==> src/rtl/cnt_event_pkg.sv <==
// Shared types and constants for the count-event front end.
package cnt_event_pkg;

  typedef enum logic [1:0] {
    LOW      = 2'd0,
    CHK_HIGH = 2'd1,
    HIGH     = 2'd2,
    CHK_LOW  = 2'd3
  } deb_state_e;

  localparam int DROP_W_DEFAULT = 4;
  localparam int DROP_CNT_MAX   = (1 << DROP_W_DEFAULT) - 1;

  function automatic int drop_max(input int w);
    return (1 << w) - 1;
  endfunction

endpackage

==> src/rtl/cnt_debounce.sv <==
// Two-flop synchroniser plus debounce FSM; emits a one-cycle flag on a confirmed rise.
// state    | meaning
// LOW      | line confirmed low
// CHK_HIGH | line seen high, counting stable samples
// HIGH     | line confirmed high
// CHK_LOW  | line seen low, counting stable samples
module cnt_debounce
  import cnt_event_pkg::*;
#(
  parameter int DEB_CYCLES = 4,
  parameter int DEB_W      = 3
) (
  input  logic clk_i,
  input  logic rst_i,
  input  logic raw_i,
  output logic rise_o
);

  logic [1:0]       sync_q;
  logic             s;
  deb_state_e       state_q, state_d;
  logic [DEB_W-1:0] cnt_q, cnt_d;
  logic             rise_q, rise_d;
  logic             cnt_done;

  assign s        = sync_q[1];
  assign cnt_done = (cnt_q == DEB_W'(DEB_CYCLES - 1));

  always_ff @(posedge clk_i) begin
    if (rst_i) begin
      sync_q  <= '0;
      state_q <= LOW;
      cnt_q   <= '0;
      rise_q  <= 1'b0;
    end else begin
      sync_q  <= {sync_q[0], raw_i};
      state_q <= state_d;
      cnt_q   <= cnt_d;
      rise_q  <= rise_d;
    end
  end

  always_comb begin
    state_d = state_q;
    cnt_d   = cnt_q;
    rise_d  = 1'b0;
    unique case (state_q)
      LOW: if (s) begin
        state_d = CHK_HIGH;
        cnt_d   = DEB_W'(1);
      end
      CHK_HIGH: begin
        if (!s) begin
          state_d = LOW;
          cnt_d   = '0;
        end else if (cnt_done) begin
          state_d = HIGH;
          cnt_d   = '0;
          rise_d  = 1'b1;
        end else begin
          cnt_d = cnt_q + DEB_W'(1);
        end
      end
      HIGH: if (!s) begin
        state_d = CHK_LOW;
        cnt_d   = DEB_W'(1);
      end
      CHK_LOW: begin
        if (s) begin
          state_d = HIGH;
          cnt_d   = '0;
        end else if (cnt_done) begin
          state_d = LOW;
          cnt_d   = '0;
        end else begin
          cnt_d = cnt_q + DEB_W'(1);
        end
      end
      default: begin
        state_d = LOW;
        cnt_d   = '0;
      end
    endcase
  end

  assign rise_o = rise_q;

endmodule

==> src/rtl/cnt_event_gen.sv <==
// Count-control strobe generator: debounced A/B events and a clear request,
// arbitrated so at most one strobe reaches the up-counter per cycle.
module cnt_event_gen
  import cnt_event_pkg::*;
#(
  parameter int DEB_CYCLES = 4,
  parameter int DEB_W      = 3,
  parameter int DROP_W     = DROP_W_DEFAULT
) (
  input  logic              clk_i,
  input  logic              rst_i,
  input  logic              ev_in_a_i,
  input  logic              ev_in_b_i,
  input  logic              clr_req_i,
  output logic              up_enable_o,
  output logic              up_enable2_o,
  output logic              clear_o,
  output logic              b_pending_o,
  output logic [DROP_W-1:0] drop_cnt_o
);

  localparam logic [DROP_W-1:0] DROP_MAX = DROP_W'(drop_max(DROP_W));

  logic              rise_a, rise_b;
  logic [1:0]        clr_sync_q;
  logic              clr_prev_q;
  logic              clr_edge;
  logic              up_q, up_d, up2_q, up2_d, clear_q, clear_d, pend_q, pend_d;
  logic [DROP_W-1:0] drop_q, drop_d;

  cnt_debounce #(.DEB_CYCLES(DEB_CYCLES), .DEB_W(DEB_W)) u_deb_a (
    .clk_i(clk_i), .rst_i(rst_i), .raw_i(ev_in_a_i), .rise_o(rise_a)
  );

  cnt_debounce #(.DEB_CYCLES(DEB_CYCLES), .DEB_W(DEB_W)) u_deb_b (
    .clk_i(clk_i), .rst_i(rst_i), .raw_i(ev_in_b_i), .rise_o(rise_b)
  );

  assign clr_edge = clr_sync_q[1] & ~clr_prev_q;

  always_ff @(posedge clk_i) begin
    if (rst_i) begin
      clr_sync_q <= '0;
      clr_prev_q <= 1'b0;
      up_q       <= 1'b0;
      up2_q      <= 1'b0;
      clear_q    <= 1'b0;
      pend_q     <= 1'b0;
      drop_q     <= '0;
    end else begin
      clr_sync_q <= {clr_sync_q[0], clr_req_i};
      clr_prev_q <= clr_sync_q[1];
      up_q       <= up_d;
      up2_q      <= up2_d;
      clear_q    <= clear_d;
      pend_q     <= pend_d;
      drop_q     <= drop_d;
    end
  end

  // Priority CLEAR > A > B; the single-entry queue holds a B that lost to A.
  always_comb begin
    up_d    = 1'b0;
    up2_d   = 1'b0;
    clear_d = 1'b0;
    pend_d  = pend_q;
    drop_d  = drop_q;
    if (clr_edge) begin
      clear_d = 1'b1;
      pend_d  = 1'b0;
    end else if (rise_a) begin
      up_d = 1'b1;
      if (rise_b) begin
        if (pend_q) begin
          if (drop_q != DROP_MAX) drop_d = drop_q + DROP_W'(1);
        end else begin
          pend_d = 1'b1;
        end
      end
    end else if (rise_b) begin
      up2_d = 1'b1;
    end else if (pend_q) begin
      up2_d  = 1'b1;
      pend_d = 1'b0;
    end
  end

  assign up_enable_o  = up_q;
  assign up_enable2_o = up2_q;
  assign clear_o      = clear_q;
  assign b_pending_o  = pend_q;
  assign drop_cnt_o   = drop_q;

endmodule
==> config.mk <==
export PLATFORM = sky130hd
export DESIGN_NAME = cnt_event_gen
export DESIGN_NICKNAME = d
export VERILOG_FILES = /design/src/rtl/cnt_event_pkg.sv /design/src/rtl/cnt_debounce.sv /design/src/rtl/cnt_event_gen.sv
export SDC_FILE = /design/constraint.sdc
export NUM_CORES = 1
export LEC_CHECK = 0
export CAP_MARGIN = 20
export CORE_UTILIZATION = 29
export CTS_BUF_LIST = sky130_fd_sc_hd__clkbuf_4
export DETAILED_ROUTE_END_ITERATION = 6
export GPL_ROUTABILITY_DRIVEN = 0
export PLACE_DENSITY = 0.43
export SYNTH_ARGS = -nofsm -noshare
export SYNTH_HDL_FRONTEND = slang
export SYNTH_SLANG_ARGS = --single-unit
export TNS_END_PERCENT = 10
==> constraint.sdc <==
create_clock -name clk_i -period 1.65 [get_ports clk_i]
set_input_delay 0.2475 -clock clk_i [delete_from_list [all_inputs] [get_ports clk_i]]
set_output_delay 0.2475 -clock clk_i [all_outputs]
set_load 0.01 [all_outputs]
Yosys cells after proc, flatten, opt, wreduce, memory -nomap -nowiden. Index checks and enable logic that the tools add are counted.

Bits of input ports: 5. Word-level logic and storage cells: 91. Bits in registers: 27.

Reduce and logical (&&, ||, !) cells: 12. Bitwise logic cells: 7. Equality and inequality tests: 19. Muxes and demuxes: 35. Add/subtract/negate cells: 3.

Operator list (number): 2-to-1 mux 3 bit (10); 2-to-1 mux 2 bit (12); case mux 3 bit (4 select lines) (2); case mux 2 bit (4 select lines) (2); 2-to-1 mux 1 bit (9); OR reduction 3 bit (3); equality test 2 bit (second input constant) (4); AND reduction 4 bit (2); adder 3 x 1 -> 3 bit (second input constant) (2); equality test 3 x 2 -> 1 bit (second input constant) (2); inequality test 2 x 1 -> 1 bit (second input constant) (3); inequality test 2 bit (second input constant) (3); inequality test 3 x 1 -> 1 bit (second input constant) (2); inequality test 3 bit (second input constant) (2); NOT 1 bit (6); AND reduction 2 bit (3); AND reduction 5 bit (1); adder 4 x 1 -> 4 bit (second input constant) (1); equality test 2 x 1 -> 1 bit (second input constant) (2); zero test 2 bit (2); inequality test 4 bit (second input constant) (1); OR reduction 2 bit (1); AND 1 bit (1).

Logic depth before layout (Yosys ltp).
Depth after elaboration: 4. Gate-level depth with buffers: 4. Depth with buffers taken out: 4.

Hierarchy. From an unflattened synthesis, not the netlist that was laid out.

Cells, all modules: 97. Area total of the unflattened synthesis: 1063.5 um^2.

By module, submodules not included: cnt_debounce (instances 2, area each 315.3 um^2, seq. area each 160.2 um^2, cells an instance 29); cnt_event_gen (instances 1, area each 432.9 um^2, seq. area each 220.2 um^2, cells an instance 39).

Worst setup path after synthesis. No wires, ideal clock.

Path type: reg-to-reg. Start: register drop_q[0] (netlist: drop_cnt_o[0]). End: register drop_q[0] (netlist: drop_cnt_o[0]). Cell stages (with the launch flop): 4. Required time: 1.529 ns. Data arrival time: 1.263 ns. Slack: 0.266 ns. Period minus slack after synthesis: 1.384 ns. Path through: dfxtp_1 ha_1 a311oi_4 mux2_4.

Word-level cells in the longest chain between the ends: 2.

RTL lines: from (decl) (line cnt_event_gen.sv:29) `logic [DROP_W-1:0] drop_q, drop_d;`; from (signal assigned) (line cnt_event_gen.sv:57) `drop_q <= drop_d;`; branches (longest 2 deep; another with adder 4 x 1 -> 4 bit).

Several ways; the timed one is not identified. A chain may end at the register's enable or synchronous reset.

Final worst setup path.
Start: register drop_q[0] (netlist: drop_cnt_o[0]). End: output port drop_cnt_o[0].

RTL lines: to (decl) (line cnt_event_gen.sv:19) `output logic [DROP_W-1:0] drop_cnt_o`.

No word-level cell between the ends.

==> results <==
- The antenna diode count is 0.
- The run finished with clean final reports.
- The post-route DRC violation count is 0.
- The first global-routing pass estimated 3200 µm of wire.
- After detailed routing, the average wire length per cell comes to 10.1 µm.
- Together, buffers and inverters on the worst path number 1.
- Buffers added to address setup during post-CTS repair amount to 0.
- The clock root buffer is clkbuf_4.
- The kind of launch point of the worst setup path is a register.
- The max-slew violation total from the final report came to 0.
- The minimum hold slack is around 0.45 ns.
- For this run, the number of Yosys warnings is 0.
- From bottom edge to top edge, the die measures 62.8 µm.
- The die is 62.8 µm wide.
- The total leakage power is about 0.47 nW.
- The hold buffer count at cts is 0.
- In this run the number of cells on the critical path is 1.
- The path type of the worst min-delay path is input pin to register.
- The startpoint of the tightest hold check path is ev_in_a_i.
- The footprint of the multi-input gates is ~510 µm².
- The xor and xnor fraction of the mapped netlist area is 0.0163.
- After synthesis, the largest family of logic cells by area is simple AND/OR/NAND/NOR gates.
- The global route total overflow is 0.
- Of the total synthesized cell area, the portion taken by full adders, half adders and majority gates is 0.0350.
- The hold path endpoint is u_deb_a.sync_q[0].
- For this block, the via count after detailed routing is 730.
- STA classifies the critical path endpoint as an output port.
- The cell area power density is 790 mW/mm².
- The cell class contributing the biggest share of worst-path delay is buffers and inverters.
- Entering global routing, the biggest net connects 17 pins.
- The number of antenna violations at the first check in global routing came to 0.
- The top cell types in the final layout, fill and taps aside, are dfxtp_1, nor2b_1, clkdlybuf4s50_1, nor2_1.
- The max-cap violation count is 0.
- The detail route stage leaves a number of antenna-violating nets equal to 0.
- Across the VDD grid, the largest voltage drop is 0.000250 V.
- The area enclosed by the die boundary is 0.00395 mm².
- The HPWL after detailed placement is roughly 1200 µm.
- The number of different library cells used by synthesis comes to 31.
- The share of the synthesized area in compound gates (AO/OA/AOI/OAI) is 0.0991.
- Relative to the synthesized area, the layout overhead comes to 19.0%.
- The later pin in the worst-skew pair is clocked with a latency of 0.32 ns.
- The final number of hold-violating endpoints is 0.
- After detailed routing, the total wire length is 1640 µm.
- The combinational group share of total power is 0.047.
- The effective utilization at floorplan is 0.312.
- Subtracting the final worst setup slack from the clock period gives 1.55 ns.
- Of the available clock period, the critical path in the final layout requires 0.938.
- The critical path class is register to output port.
- For this run, the total global-route usage over all layers was measured as 0.103.
- The proportion of power drawn by the clock network is 0.288.
- The final net count is 126.
- The portion of synthesized area spent on multiplexers is 0.0420.
- For the worst setup path, the data arrival time is 1.30 ns.
- The number of global-route vias before repair is 728.
- The proportion of synthesized chip area in sequential cells is 0.503.
- Setup repair after global routing left no endpoint under its margin.
- The number of resized instances in the post-cts repair step is 0.
- The area used by sequential logic in the layout is 544 µm².
- In this run the standard cell core region covers 0.00344 mm².
- The depth of the CTS H-tree is 1.
- The post-synthesis register bit count is 27.
- The slack of the worst reg-to-reg path is 0.24 ns.
- Of the total power, the share spent switching nets is 0.225.
- STA puts the critical path data required time at 1.40 ns.
- After detailed routing, the number of vias per cell comes to between 4 and 5.
- The count of routing violations after the opening detailed-route iteration is 21.
- The number of input and output port buffers inserted is 12.
- The worst reg2reg path endpoint is drop_cnt_o[0].
- The path depth of the worst reg2reg path is 3.
- The number of clock sinks seen by CTS is 27.
- The site row count is 21.
- The post-synthesis average cell area is approximately 10 µm².
- The internal power of the cells totals 0.782 mW.
- The net switching power of the design is 0.227 mW.
- Among all stages on the critical path, the largest delay is contributed by clkdlybuf4s50_1.
- After filler insertion, the fill cell instance count of the layout stands at about 350.
- The fraction of layout cells with a size suffix above 1 is 0.120.
- The highest cell delay on the worst timing path is 0.56 ns.
- The total negative slack for setup checks is 0 ns.
- TritonCTS built the clock tree.
- The buffer depth of the longest clock path is 2.
- The achievable clock frequency is ~0.65 GHz.
- Setup violations remaining at the end of the flow were counted as 0.
- In this run the critical register-to-register path is launched from drop_cnt_o[0].
- The depth of the worst hold-timing path is 2.
- Clock-pin slew was measured on the worst setup and hold paths at 0.15 ns.
- In this run the worst path has a maximum fanout of 5.
- Synthesis produced a netlist with a net count of 111.
- The worst slew margin relative to its limit is 0.609.
- The sequential power share is 0.665.
- The signal on the critical path passes through clkdlybuf4s50_1.
- The number of clock buffers added by TritonCTS is 3.
- The cell count after synthesis came out at 103.
- For the pin with the worst max-slew slack, the measured transition is 0.585 ns.
- The most common cell after layout, fill and taps aside is dfxtp_1.
- The setup clock skew after layout is approximately 0.0064 ns.
- The cell area after synthesis is 0.00107 mm².
- For this design the top-level I/O count stands at 13.
- The first element of the critical path is drop_cnt_o[0].
- Before antenna repair, the detailed router went through 4 iterations.
- Of the total synthesized cell area, the portion taken by AND, OR, NAND and NOR gates is 0.280.
==> worst max path at each step <==
stage	to
after floorplan	drop_cnt_o[0]
after global placement	drop_cnt_o[0]
after detailed placement	drop_cnt_o[0]
after CTS	drop_cnt_o[2]
after global routing	drop_cnt_o[2]
final	drop_cnt_o[0]
==> worst register-to-register path, stage by stage (launching register included) <==
cell	delay (ns)
dfxtp_1	0.37
ha_1	0.27
a311oi_4	0.36
mux2_4	0.32
==> per-stage QoR <==
step | worst slack, ns | utilization | std cells | power, mW | area [µm²]
2_1_floorplan | 0.266 | - | 103 | 0.716 | 1070
3_3_place_gp | 0.259 | 0.361 | 159 | 0.734 | 1240
3_5_place_dp | 0.242 | 0.361 | 159 | 0.734 | 1240
4_1_cts | 0.00523 | 0.370 | 163 | 1.03 | 1270
5_1_grt | 0.0341 | 0.371 | 163 | 1.07 | 1280
6_report | 0.103 | 0.371 | 163 | 1.01 | 1280
==> kinds of logic after synthesis <==
kind of cell,Yosys count
fa+ha+maj,3
simple gates,49
flops,27
xor+xnor,2
compound gates,13
buf+inv,5
mux,4
==> registers in the layout (all words and copies together) (netlist names), named ones only <==
name and cells:
u_deb_b.sync_q 2, u_deb_a.sync_q 2, u_deb_a.cnt_q 3, drop_cnt_o 4, u_deb_b.state_q 1, clr_prev_q 1
up_enable2_o 1, u_deb_b.cnt_q 3, b_pending_o 1, clr_sync_q 2, up_enable_o 1, u_deb_b.rise_o 1
u_deb_a.rise_o 1, clear_o 1, u_deb_a.state_q 1
==> Yosys cell counts <==
master    instances  area, µm²
a211oi_1          3       22.5
a21oi_1           4       20.0
a311oi_4          1       26.3
a41oi_1           1       8.76
and2_1            1       6.26
buf_6             1       11.3
clkbuf_1          3       11.3
dfxtp_1          27        541
ha_1              3       37.5
inv_1             1       3.75
mux2_4            1       15.0
mux2i_1           3       30.0
nand2_1           3       11.3
nand2b_1          4       25.0
nand3_1           2       10.0
nand3_2           1       10.0
nand3b_1          4       30.0
nand4b_1          1       8.76
nor2_1            8       30.0
nor2b_1          12       75.1
nor3_1            2       10.0
nor3b_1           1       7.51
nor4_1            2       12.5
nor4b_1           3       26.3
o21a_1            2       15.0
o21ai_0           1       5.00
o31a_1            1       8.76
or2_2             2       12.5
or2b_1            1       7.51
or3b_1            2       17.5
xor2_1            2       17.5
==> area by class of cell <==
cell class | instances | share of cell area
flip-flops and latches | 27 | 0.426
multi-input cells | 71 | 0.397
well taps | 46 | 0.0451
repair buffers | 14 | 0.106
inverters | 1 | 0.00294
clock inverters | 1 | 0.00588
clock buffers | 3 | 0.0176
==> power by group through the flow <==
| stage | Sequential [mW] | Combinational, mW | Clock, mW |
|---|---|---|---|
| floorplan | 0.684 | 0.0318 | 0 |
| global placement | 0.685 | 0.0484 | 0 |
| detailed placement | 0.686 | 0.0484 | 0 |
| CTS | 0.671 | 0.0487 | 0.311 |
| global route | 0.674 | 0.0541 | 0.344 |
| finish | 0.671 | 0.0477 | 0.290 |
==> layer usage <==
| layer | GRT usage | vias up | share of wire | wire length, µm |
|---|---|---|---|---|
| met2 | 0.167 | 14 | 0.45 | 743 |
| met3 | 0.0219 | 2 | 0.029 | 47 |
| met4 | 0.0610 | 0 | 0.012 | 19 |
| met1 | 0.123 | 330 | 0.51 | 834 |
| li1 | - | 384 | - | - |
| met5 | 0 | - | 0 | 0 |
No activity file was read; power rests on OpenSTA's default activity.
